`config.mk`:
```
export PLATFORM = sky130hd
export DESIGN_NAME = div_seq
export DESIGN_NICKNAME = d
export VERILOG_FILES = /design/src/rtl/div_seq_pkg.sv /design/src/rtl/div_seq.sv
export SDC_FILE = /design/constraint.sdc
export NUM_CORES = 1
export LEC_CHECK = 0
export BUFFER_PORTS_ARGS = -buffer_cell sky130_fd_sc_hd__buf_4
export CORE_MARGIN = 10
export CORE_UTILIZATION = 40
export DETAILED_ROUTE_END_ITERATION = 8
export PLACE_DENSITY = 0.67
export SYNTH_ARGS = -nofsm -noshare
export SYNTH_HDL_FRONTEND = slang
export SYNTH_SLANG_ARGS = --single-unit
```
`constraint.sdc`:
```
create_clock -name clk -period 2.65 [get_ports clk]
set_clock_uncertainty 0.15 [all_clocks]
set_input_delay 0.1325 -clock clk [delete_from_list [all_inputs] [get_ports clk]]
set_output_delay 0.1325 -clock clk [all_outputs]
set_load 0.005 [all_outputs]
```
`src/rtl/div_seq_pkg.sv`:
```
// ---------------------------------------------------------------------------
// div_seq_pkg
//
// Purpose: shared definitions for the EX-stage divide sequencer and the EX
// ALU decoder. It holds the RV32M divide operation encodings, the sequencer
// state constants and the ALU opcodes. The sequencer can only use ALU
// operations that the ALU decoder also understands.
//
// Contents:
//   XLEN                      operand/result width (also the iteration count)
//   div_op_e                  DIV / DIVU / REM / REMU encodings
//   state_t + S_* constants   sequencer states
//   ALU_ADD/ALU_SUB/ALU_SLTU  ALU opcodes
//   op_is_signed/op_is_rem    helpers for decoding div_op
// ---------------------------------------------------------------------------
package div_seq_pkg;

    localparam int XLEN = 32;

    typedef enum logic [1:0] {
        OP_DIV  = 2'b00,
        OP_DIVU = 2'b01,
        OP_REM  = 2'b10,
        OP_REMU = 2'b11
    } div_op_e;

    // The states are plain constants so that older tools and the
    // surrounding pipeline code can compare against them directly.
    typedef logic [2:0] state_t;
    localparam state_t S_IDLE  = 3'd0;
    localparam state_t S_NEG_A = 3'd1;
    localparam state_t S_NEG_B = 3'd2;
    localparam state_t S_CMP   = 3'd3;
    localparam state_t S_SUB   = 3'd4;
    localparam state_t S_FIX   = 3'd5;
    localparam state_t S_DONE  = 3'd6;

    localparam logic [3:0] ALU_ADD  = 4'b0000;
    localparam logic [3:0] ALU_SUB  = 4'b0001;
    localparam logic [3:0] ALU_SLTU = 4'b1001;

    // DIV and REM are the signed operations. Bit 0 of the encoding is clear
    // for both of them.
    function automatic logic op_is_signed(input logic [1:0] op);
        return ~op[0];
    endfunction

    function automatic logic op_is_rem(input logic [1:0] op);
        return op[1];
    endfunction

endpackage

```
`src/rtl/div_seq.sv`:
```
// ---------------------------------------------------------------------------
// div_seq
//
// Purpose: multi-cycle RV32M divide/remainder sequencer. It borrows the single
// EX-stage ALU instead of using a dedicated divider. When idle it forwards the
// pipeline's ALU operands. While a divide runs it owns the ALU and performs a
// restoring division with SUB and SLTU only. It stalls the pipeline until a
// one-cycle div_done pulse arrives.
//
// Ports:
//   clk, rst                 clock, synchronous active-high reset
//   ex_a, ex_b               pipeline ALU operands (forwarded while free)
//   ex_alu_control           pipeline ALU opcode (forwarded while free)
//   div_start                divide request, honoured in IDLE/DONE only
//   div_op                   00 DIV, 01 DIVU, 10 REM, 11 REMU
//   div_a, div_b             dividend and divisor, captured with div_start
//   div_flush                abort the divide in flight
//   alu_a, alu_b             operands driven to the shared ALU
//   alu_control              opcode driven to the shared ALU
//   alu_result               combinational result from the shared ALU
//   div_busy                 stall request while the ALU is borrowed
//   div_done                 one-cycle completion pulse
//   div_result               quotient or remainder, valid with div_done
//
// Build option: DIV_SEQ_SPECIAL_EN. When this macro is defined, a divide by
// zero or a signed 0x80000000 / -1 skips the loop. Such a request goes from
// accept straight to DONE. The results are the same in both builds.
// ---------------------------------------------------------------------------
import div_seq_pkg::*;

module div_seq (
    input  logic            clk,
    input  logic            rst,
    input  logic [XLEN-1:0] ex_a,
    input  logic [XLEN-1:0] ex_b,
    input  logic [3:0]      ex_alu_control,
    input  logic            div_start,
    input  logic [1:0]      div_op,
    input  logic [XLEN-1:0] div_a,
    input  logic [XLEN-1:0] div_b,
    input  logic            div_flush,
    output logic [XLEN-1:0] alu_a,
    output logic [XLEN-1:0] alu_b,
    output logic [3:0]      alu_control,
    input  logic [XLEN-1:0] alu_result,
    output logic            div_busy,
    output logic            div_done,
    output logic [XLEN-1:0] div_result
);

    localparam int CW = $clog2(XLEN);

    state_t          state;
    div_op_e         op_reg;
    logic [XLEN-1:0] a_reg;
    logic [XLEN-1:0] d_reg;
    logic [XLEN-1:0] r_reg;
    logic [XLEN-1:0] q_reg;
    logic [CW-1:0]   count;
    logic            lt_reg;
    logic            a_sign;
    logic            b_sign;

    logic [XLEN-1:0] r_shift;
    logic            r_carry;
    logic [XLEN-1:0] fix_value;
    logic            fix_negate;
    logic            start_ok;

    // The next partial remainder is the current one shifted left, with the
    // top quotient bit shifted in. The bit that falls off the top is kept as
    // r_carry. When it is set, the true 33-bit remainder is at least D, so
    // the subtraction must happen whatever SLTU reported.
    always_comb begin
        r_shift    = {r_reg[XLEN-2:0], q_reg[XLEN-1]};
        r_carry    = r_reg[XLEN-1];
        fix_value  = op_is_rem(op_reg) ? r_reg : q_reg;
        fix_negate = 1'b0;
        case (op_reg)
            OP_DIV:  fix_negate = (a_sign ^ b_sign) && (d_reg != '0);
            OP_REM:  fix_negate = a_sign;
            default: fix_negate = 1'b0;
        endcase
    end

    // A new request is taken only when the ALU is free. A flush in the same
    // cycle wins over the request.
    assign start_ok = div_start && !div_flush
                      && ((state == S_IDLE) || (state == S_DONE));

`ifdef DIV_SEQ_SPECIAL_EN
    logic            special_hit;
    logic [XLEN-1:0] special_value;

    // Fast path for the cases whose answer does not depend on the loop.
    // These values match what the full loop and FIX would produce.
    always_comb begin
        special_hit   = 1'b0;
        special_value = '0;
        if (div_b == '0) begin
            special_hit   = 1'b1;
            special_value = op_is_rem(div_op) ? div_a : '1;
        end else if (op_is_signed(div_op) && (div_a == {1'b1, {(XLEN-1){1'b0}}})
                     && (div_b == '1)) begin
            special_hit   = 1'b1;
            special_value = op_is_rem(div_op) ? '0 : div_a;
        end
    end
`endif

    // ALU ownership mux. In IDLE and DONE the pipeline has the ALU. In every
    // other state the sequencer drives the operation that the state needs.
    // There is no register here, so alu_result comes back in the same cycle.
    always_comb begin
        alu_a       = ex_a;
        alu_b       = ex_b;
        alu_control = ex_alu_control;
        case (state)
            S_NEG_A: begin
                alu_a       = '0;
                alu_b       = a_reg;
                alu_control = ALU_SUB;
            end
            S_NEG_B: begin
                alu_a       = '0;
                alu_b       = d_reg;
                alu_control = ALU_SUB;
            end
            S_CMP: begin
                alu_a       = r_shift;
                alu_b       = d_reg;
                alu_control = ALU_SLTU;
            end
            S_SUB: begin
                alu_a       = r_shift;
                alu_b       = d_reg;
                alu_control = ALU_SUB;
            end
            S_FIX: begin
                alu_a       = '0;
                alu_b       = fix_value;
                alu_control = ALU_SUB;
            end
            default: begin
                alu_a       = ex_a;
                alu_b       = ex_b;
                alu_control = ex_alu_control;
            end
        endcase
    end

    assign div_busy = (state != S_IDLE) && (state != S_DONE);
    assign div_done = (state == S_DONE);

    // Sequencer. NEG_A and NEG_B always take one cycle each, even when
    // nothing is negated, so the latency is the same for every operand.
    always_ff @(posedge clk) begin
        if (rst) begin
            state      <= S_IDLE;
            op_reg     <= OP_DIV;
            a_reg      <= '0;
            d_reg      <= '0;
            r_reg      <= '0;
            q_reg      <= '0;
            count      <= '0;
            lt_reg     <= 1'b0;
            a_sign     <= 1'b0;
            b_sign     <= 1'b0;
            div_result <= '0;
        end else begin
            case (state)
                S_IDLE, S_DONE: begin
                    state <= S_IDLE;
                    if (start_ok) begin
                        op_reg <= div_op_e'(div_op);
                        a_reg  <= div_a;
                        d_reg  <= div_b;
                        a_sign <= div_a[XLEN-1];
                        b_sign <= div_b[XLEN-1];
`ifdef DIV_SEQ_SPECIAL_EN
                        if (special_hit) begin
                            div_result <= special_value;
                            state      <= S_DONE;
                        end else begin
                            state <= S_NEG_A;
                        end
`else
                        state <= S_NEG_A;
`endif
                    end
                end
                S_NEG_A: begin
                    if (div_flush) begin
                        state <= S_IDLE;
                    end else begin
                        if (op_is_signed(op_reg) && a_reg[XLEN-1]) begin
                            a_reg <= alu_result;
                        end
                        state <= S_NEG_B;
                    end
                end
                S_NEG_B: begin
                    if (div_flush) begin
                        state <= S_IDLE;
                    end else begin
                        if (op_is_signed(op_reg) && d_reg[XLEN-1]) begin
                            d_reg <= alu_result;
                        end
                        r_reg <= '0;
                        q_reg <= a_reg;
                        count <= '0;
                        state <= S_CMP;
                    end
                end
                S_CMP: begin
                    if (div_flush) begin
                        state <= S_IDLE;
                    end else begin
                        lt_reg <= alu_result[0];
                        state  <= S_SUB;
                    end
                end
                S_SUB: begin
                    if (div_flush) begin
                        state <= S_IDLE;
                    end else begin
                        if (r_carry || !lt_reg) begin
                            r_reg <= alu_result;
                            q_reg <= {q_reg[XLEN-2:0], 1'b1};
                        end else begin
                            r_reg <= r_shift;
                            q_reg <= {q_reg[XLEN-2:0], 1'b0};
                        end
                        count <= count + 1'b1;
                        state <= (count == CW'(XLEN - 1)) ? S_FIX : S_CMP;
                    end
                end
                S_FIX: begin
                    if (div_flush) begin
                        state <= S_IDLE;
                    end else begin
                        div_result <= fix_negate ? alu_result : fix_value;
                        state      <= S_DONE;
                    end
                end
                default: state <= S_IDLE;
            endcase
        end
    end

endmodule

```
-- Word-level counts from Yosys, hierarchy flattened
Cells that the tools add are included.
- register bits after elaboration: 173
- input bits: 170
- output and inout bits: 102
- add/sub/neg operators: 1
- eq/ne operators: 15
- mux-type cells: 33
- bitwise operators: 3
- reduce and logical (&&, ||, !) cells: 28
- operator list (operator ; number):
    2-to-1 mux 32 bit ; 13
    one-hot mux 32 bit (2 select lines) ; 5
    one-hot mux 32 bit (3 select lines) ; 1
    nonzero test 32 bit ; 1
    one-hot mux 3 bit (6 select lines) ; 1
    2-to-1 mux 3 bit ; 4
    != test 2 bit, second input constant ; 6
    2-to-1 mux 5 bit ; 2
    one-hot mux 5 bit (2 select lines) ; 1
    == test 3 bit, second input constant ; 3
    one-hot mux 4 bit (2 select lines) ; 1
    AND reduction 4 bit ; 2
    == test 3 x 2 -> 1 bit, second input constant ; 2
    logical AND 1 bit ; 6
    AND reduction 2 bit ; 3
    nonzero test 2 bit ; 3
    OR reduction 3 bit ; 2
    adder 5 x 1 -> 5 bit, second input constant ; 1
    == test 5 bit, second input constant ; 1
    2-to-1 mux 2 bit ; 2
    OR reduction 2 bit ; 2
    OR reduction 4 bit ; 1
    == test 3 x 1 -> 1 bit, second input constant ; 1
    zero test 3 bit ; 1
    other kinds (11) ; 15

-- Logic depth before layout (Yosys ltp)
- depth after elaboration: 5
- depth in mapped cells: 9
- depth with buffers taken out: 6

-- Least setup slack after synthesis
No wires, ideal clock.
- path kind: register -> output
- from: register state[2]
- to: output port alu_b[1]
- data arrival time: 1740 ps
- required time: 2368 ps
- slack: 628 ps
- cell stages (with the launch flop): 9
- path buffers: 4
- cells stage by stage: dfxtp_1 -> buf_4 -> or3b_2 -> buf_2 -> nand2_1 -> or2_2 -> buf_2 -> buf_2 -> a221o_1
- word-level cells in the longest chain between the ends: 3
- elaborated cells between the ends (all ways): 7
- classes of those cells: eq/ne: 5; mux: 1; reduce/logical: 1
- ends and longest elaborated chain (element ; RTL line ; RTL):
    start: declaration ; div_seq.sv:53 ; state_t state;
    start signal: assignment ; div_seq.sv:235 ; state <= (count == CW'(XLEN - 1)) ? S_FIX : S_CMP;
    == test 3 bit / == test 3 x 2 -> 1 bit (equally long branches) ; div_seq.sv:118 ; case (state)
    OR reduction 3 bit (no source line) ; -- ;
    one-hot mux 32 bit (3 select lines) (*) ; div_seq.sv:118 ;
    end: declaration ; div_seq.sv:43 ; output logic [XLEN-1:0] alu_b,
Mark *: on every way between the ends. The rest lies on a longest branch, timed or not.

-- Worst setup path after layout
- from: register d_reg[13]
- to: register div_result[11]
- word-level cells in the longest chain between the ends: 4
- ends and longest elaborated chain (element ; RTL line ; RTL):
    start: declaration ; div_seq.sv:56 ; logic [XLEN-1:0] d_reg;
    start signal: assignment ; div_seq.sv:177 ; d_reg <= div_b;
    start signal: assignment ; div_seq.sv:207 ; d_reg <= alu_result;
    nonzero test 32 bit ; div_seq.sv:80 ; OP_DIV: fix_negate = (a_sign ^ b_sign) && (d_reg != '0);
    logical AND 1 bit ; div_seq.sv:80 ;
    one-hot mux 1 bit (2 select lines) ; div_seq.sv:79 ; case (op_reg)
    2-to-1 mux 32 bit ; div_seq.sv:242 ; div_result <= fix_negate ? alu_result : fix_value;
    end signal: assignment ; div_seq.sv:242 ;
    end: declaration ; div_seq.sv:48 ; output logic [XLEN-1:0] div_result
Every way passes these cells.
A chain may end at the register's enable or synchronous reset.

==> impl_metrics.csv <==
group,metric,value,unit
status,outcome,"completed",
synthesis,async_reset_ff_share,0,%
setup_path,worstSetupStartpointType,"register",
clocking,root_buffer,"clkbuf_16",
power,p_leak,5.14,nW
power,p_sw_share,27.1,%
power,seq_power_share,42.7,%
synthesis,synthCells,1064,
power,comb_power_share,19.0,%
synthesis,synth_common_cells,"dfxtp_1, nand2_1, nor2_1",
power,powerDensity,487,mW/mm^2
final_layout,nets,1555,
route,drc,0,
setup_path,cp-end-kind,"register",
setup_path,slowest_delay,0.59,ns
setup_path,crit_end,"div_result[11]$_SDFFE_PP0P_",
setup_path,timing.rr.start,"d_reg[13]$_SDFFE_PP0P_",
final_layout,syn_to_final_growth,41.9,%
floorplan,die_y,173,um
sta,setup_ws,0.0896,ns
clocking,clk_latency,0.43,ns
clocking,max-clock-path-buffers,2,
synthesis,synth_ff_type,"dfxtp_1",
clocking,cts_tree,"done",
global_routing,grt_max_degree,96,
route,dr.pass1.iters,6,
synthesis,synth.top_cells.by_area,"dfxtp_1, mux2i_1, a211oi_2",
floorplan,start_util,41.1,%
place,dp_hpwl,24400,um
synthesis,yosysUniqueCellTypes,49,
setup_path,cp_slowest_cell,"nor4_1",
sta,tightestPinTransition,1.04,ns
flow_run,maxCapViolCount,0,
setup_path,r2r_setup_slack,0.09,ns
final_layout,post-route-util,58.3,%
final_layout,diodes,0,
route,via_per_inst,5.74,
place,place_congestion,0.852,
synthesis,syn_area_per_cell,8.82,um^2
sta,period_minus_slack,2.56,ns
route,final_antenna_net_count,0,
setup_path,crit_path_max_fanout,60,
setup_path,crit_chain,"nor4_1, nand3_1, o311a_2, buf_12, nand2b_1, o211ai_1",
place,placed_cells,1572,
clocking,path_clk_slew,0.06,ns
setup_path,worstPathRequired,2.84,ns
setup_path,worstSetupStartpoint,"d_reg[13]$_SDFFE_PP0P_",
synthesis,synth-edff-count,0,
sta,slew_violations,0,
floorplan,die_w,173,um
global_routing,antenna_found_initial,0,
synthesis,synth.most_common_cell,"dfxtp_1",
synthesis,synth_nets,1237,
route,wl,36100,um
sta,fin_crit_sh,96.6,%
synthesis,syn_area,0.00938,mm^2
setup_path,arrival,2.75,ns
setup_path,ff2ff_path_depth,6,
global_routing,grt_pass1_wl,56400,um
power,p_int,4.72,mW
worst_hold_path,hp-class,"in -> reg",
sta,max_freq,391,MHz
synthesis,synth_seq_cells,173,
route,wl_per_cell,21.2,um
power,vdd_drop_max,0.341,mV
global_routing,grt_pass1_vias,9697,
synthesis,synth-seq-area-share,36.9,%
power,p_total,6.48,mW
setup_path,r2r-end,"div_result[11]$_SDFFE_PP0P_",
global_routing,grt.total_usage,23.1,%
place,dpl_cell_area,0.0117,mm^2
global_routing,overflow,0,
route,drtIter0Drc,1030,
floorplan,core,0.0228,mm^2
final_layout,stdcell_area,0.0133,mm^2
clocking,clock-sinks,173,
sta,hold_viol_final,0,
power,net-switching-power,1.76,mW
clocking,ctsHtreeMaxLevel,4,
synthesis,synth_top_area_cell,"dfxtp_1",
synthesis,netlist.area_leader.share,36.9,%
floorplan,io_pins,272,
power,clock_power_share,38.3,%
sta,final-setup-viol-count,0,
floorplan,dieArea,0.0300,mm^2
final_layout,stdcell_count,1706,
final_layout,drive_gt1_share,32.7,%
sta,whs,0.0171,ns
synthesis,synth-warning-count,0,
setup_path,crit_type,"reg -> reg",
route,vias,9796,
floorplan,row_count,55,
place,post-place-ws,0.148,ns
place,numPortBuffers,271,
clocking,cts_made_buffers,17,
sta,tns,0,ns
sta,relSlewSlack,30.2,%
## power groups by stage
stage               registers (mW)  clock network (mW)  logic, mW
floorplan                     2.80                   0      0.593
global placement              2.82                   0       1.09
detailed placement            2.82                   0       1.10
CTS                           2.76                2.51       1.23
global route                  2.78                2.63       1.33
finish                        2.77                2.48       1.23
## cell type report
type                    count  area (um^2)
inverters                   6         22.5
multi-input cells         780         5450
clock inverters            13          139
clock buffers              17          425
flip-flops and latches    173         3470
well taps                 313          392
fillers                  2033         9530
repair buffers            404         3420
## per-layer routing
metal	GRT usage, %	part of all wire (%)	vias to the layer above
met2	37.7	47	458
met3	5.25	7.9	48
li1	-	-	4591
met1	29.7	43	4699
met4	6.58	1.7	0
met5	0	0	-
## worst min path at each step
stage	depth (start not counted)	to	slack (ns)	startpoint
global placement	3	op_reg[0]$_SDFFE_PP0P_	0.22	div_op[0]
CTS	3	d_reg[22]$_SDFFE_PP0P_	0.0009	div_b[22]
global route	3	d_reg[22]$_SDFFE_PP0P_	0.05	div_b[22]
detailed placement	3	op_reg[0]$_SDFFE_PP0P_	0.23	div_op[0]
floorplan	2	lt_reg$_SDFFE_PP0P_	0.12	alu_result[0]
finish	3	d_reg[22]$_SDFFE_PP0P_	0.02	div_b[22]
## cells in the final DEF, fill, tap and decap left out, drive strengths merged, types with 3 or more instances in the layout
| cell type | synthesis | routed |
|---|---|---|
| a221o | 3 | 3 |
| mux2i | 88 | 88 |
| buf | 43 | 302 |
| nor3 | 19 | 19 |
| dfxtp | 173 | 173 |
| nand2 | 163 | 163 |
| a311oi | 32 | 32 |
| clkinv | 0 | 4 |
| nor2 | 147 | 147 |
| nor3b | 3 | 3 |
| dlygate4sd3 | 0 | 102 |
| clkbuf | 62 | 17 |
| nand3 | 5 | 5 |
| a22oi | 17 | 17 |
| nand2b | 3 | 3 |
| nor4 | 8 | 8 |
| a22o | 32 | 32 |
| inv | 6 | 11 |
| ha | 3 | 3 |
| a211oi | 65 | 65 |
| mux2 | 44 | 44 |
| a21oi | 26 | 26 |
| a32oi | 30 | 30 |
| or2 | 3 | 3 |
| a222oi | 29 | 29 |
| o21ai | 37 | 37 |
## kinds of logic (layout without fill, tap and decap cells)
family                   after synthesis  count (layout)  share of synthesized area, %
AO/OA/AOI/OAI                        278             278                          26.0
XOR/XNOR                               2               2                         0.187
adder cells (fa/ha/maj)                3               3                         0.400
buffers and inverters                111             440                          5.59
flip-flops                           173             173                          36.9
multiplexers                         132             132                          14.7
AND/OR/NAND/NOR                      365             365                          16.3
## timing repair
item,CTS,global route
endpoints found under the hold margin,124,0
pin swaps,0,1
setup endpoints to repair,31,33
gates cloned,0,0
gates resized for setup,3,4
hold buffers,102,0
setup buffers,0,2
## critical path, delay by kind of cell (launching register included)
kind,cells,cell delay [ns]
simple gates,3,1.12
compound gates,2,0.67
flops,1,0.33
buf+inv,1,0.20
Note: power is estimated with default switching activity, not from simulation.
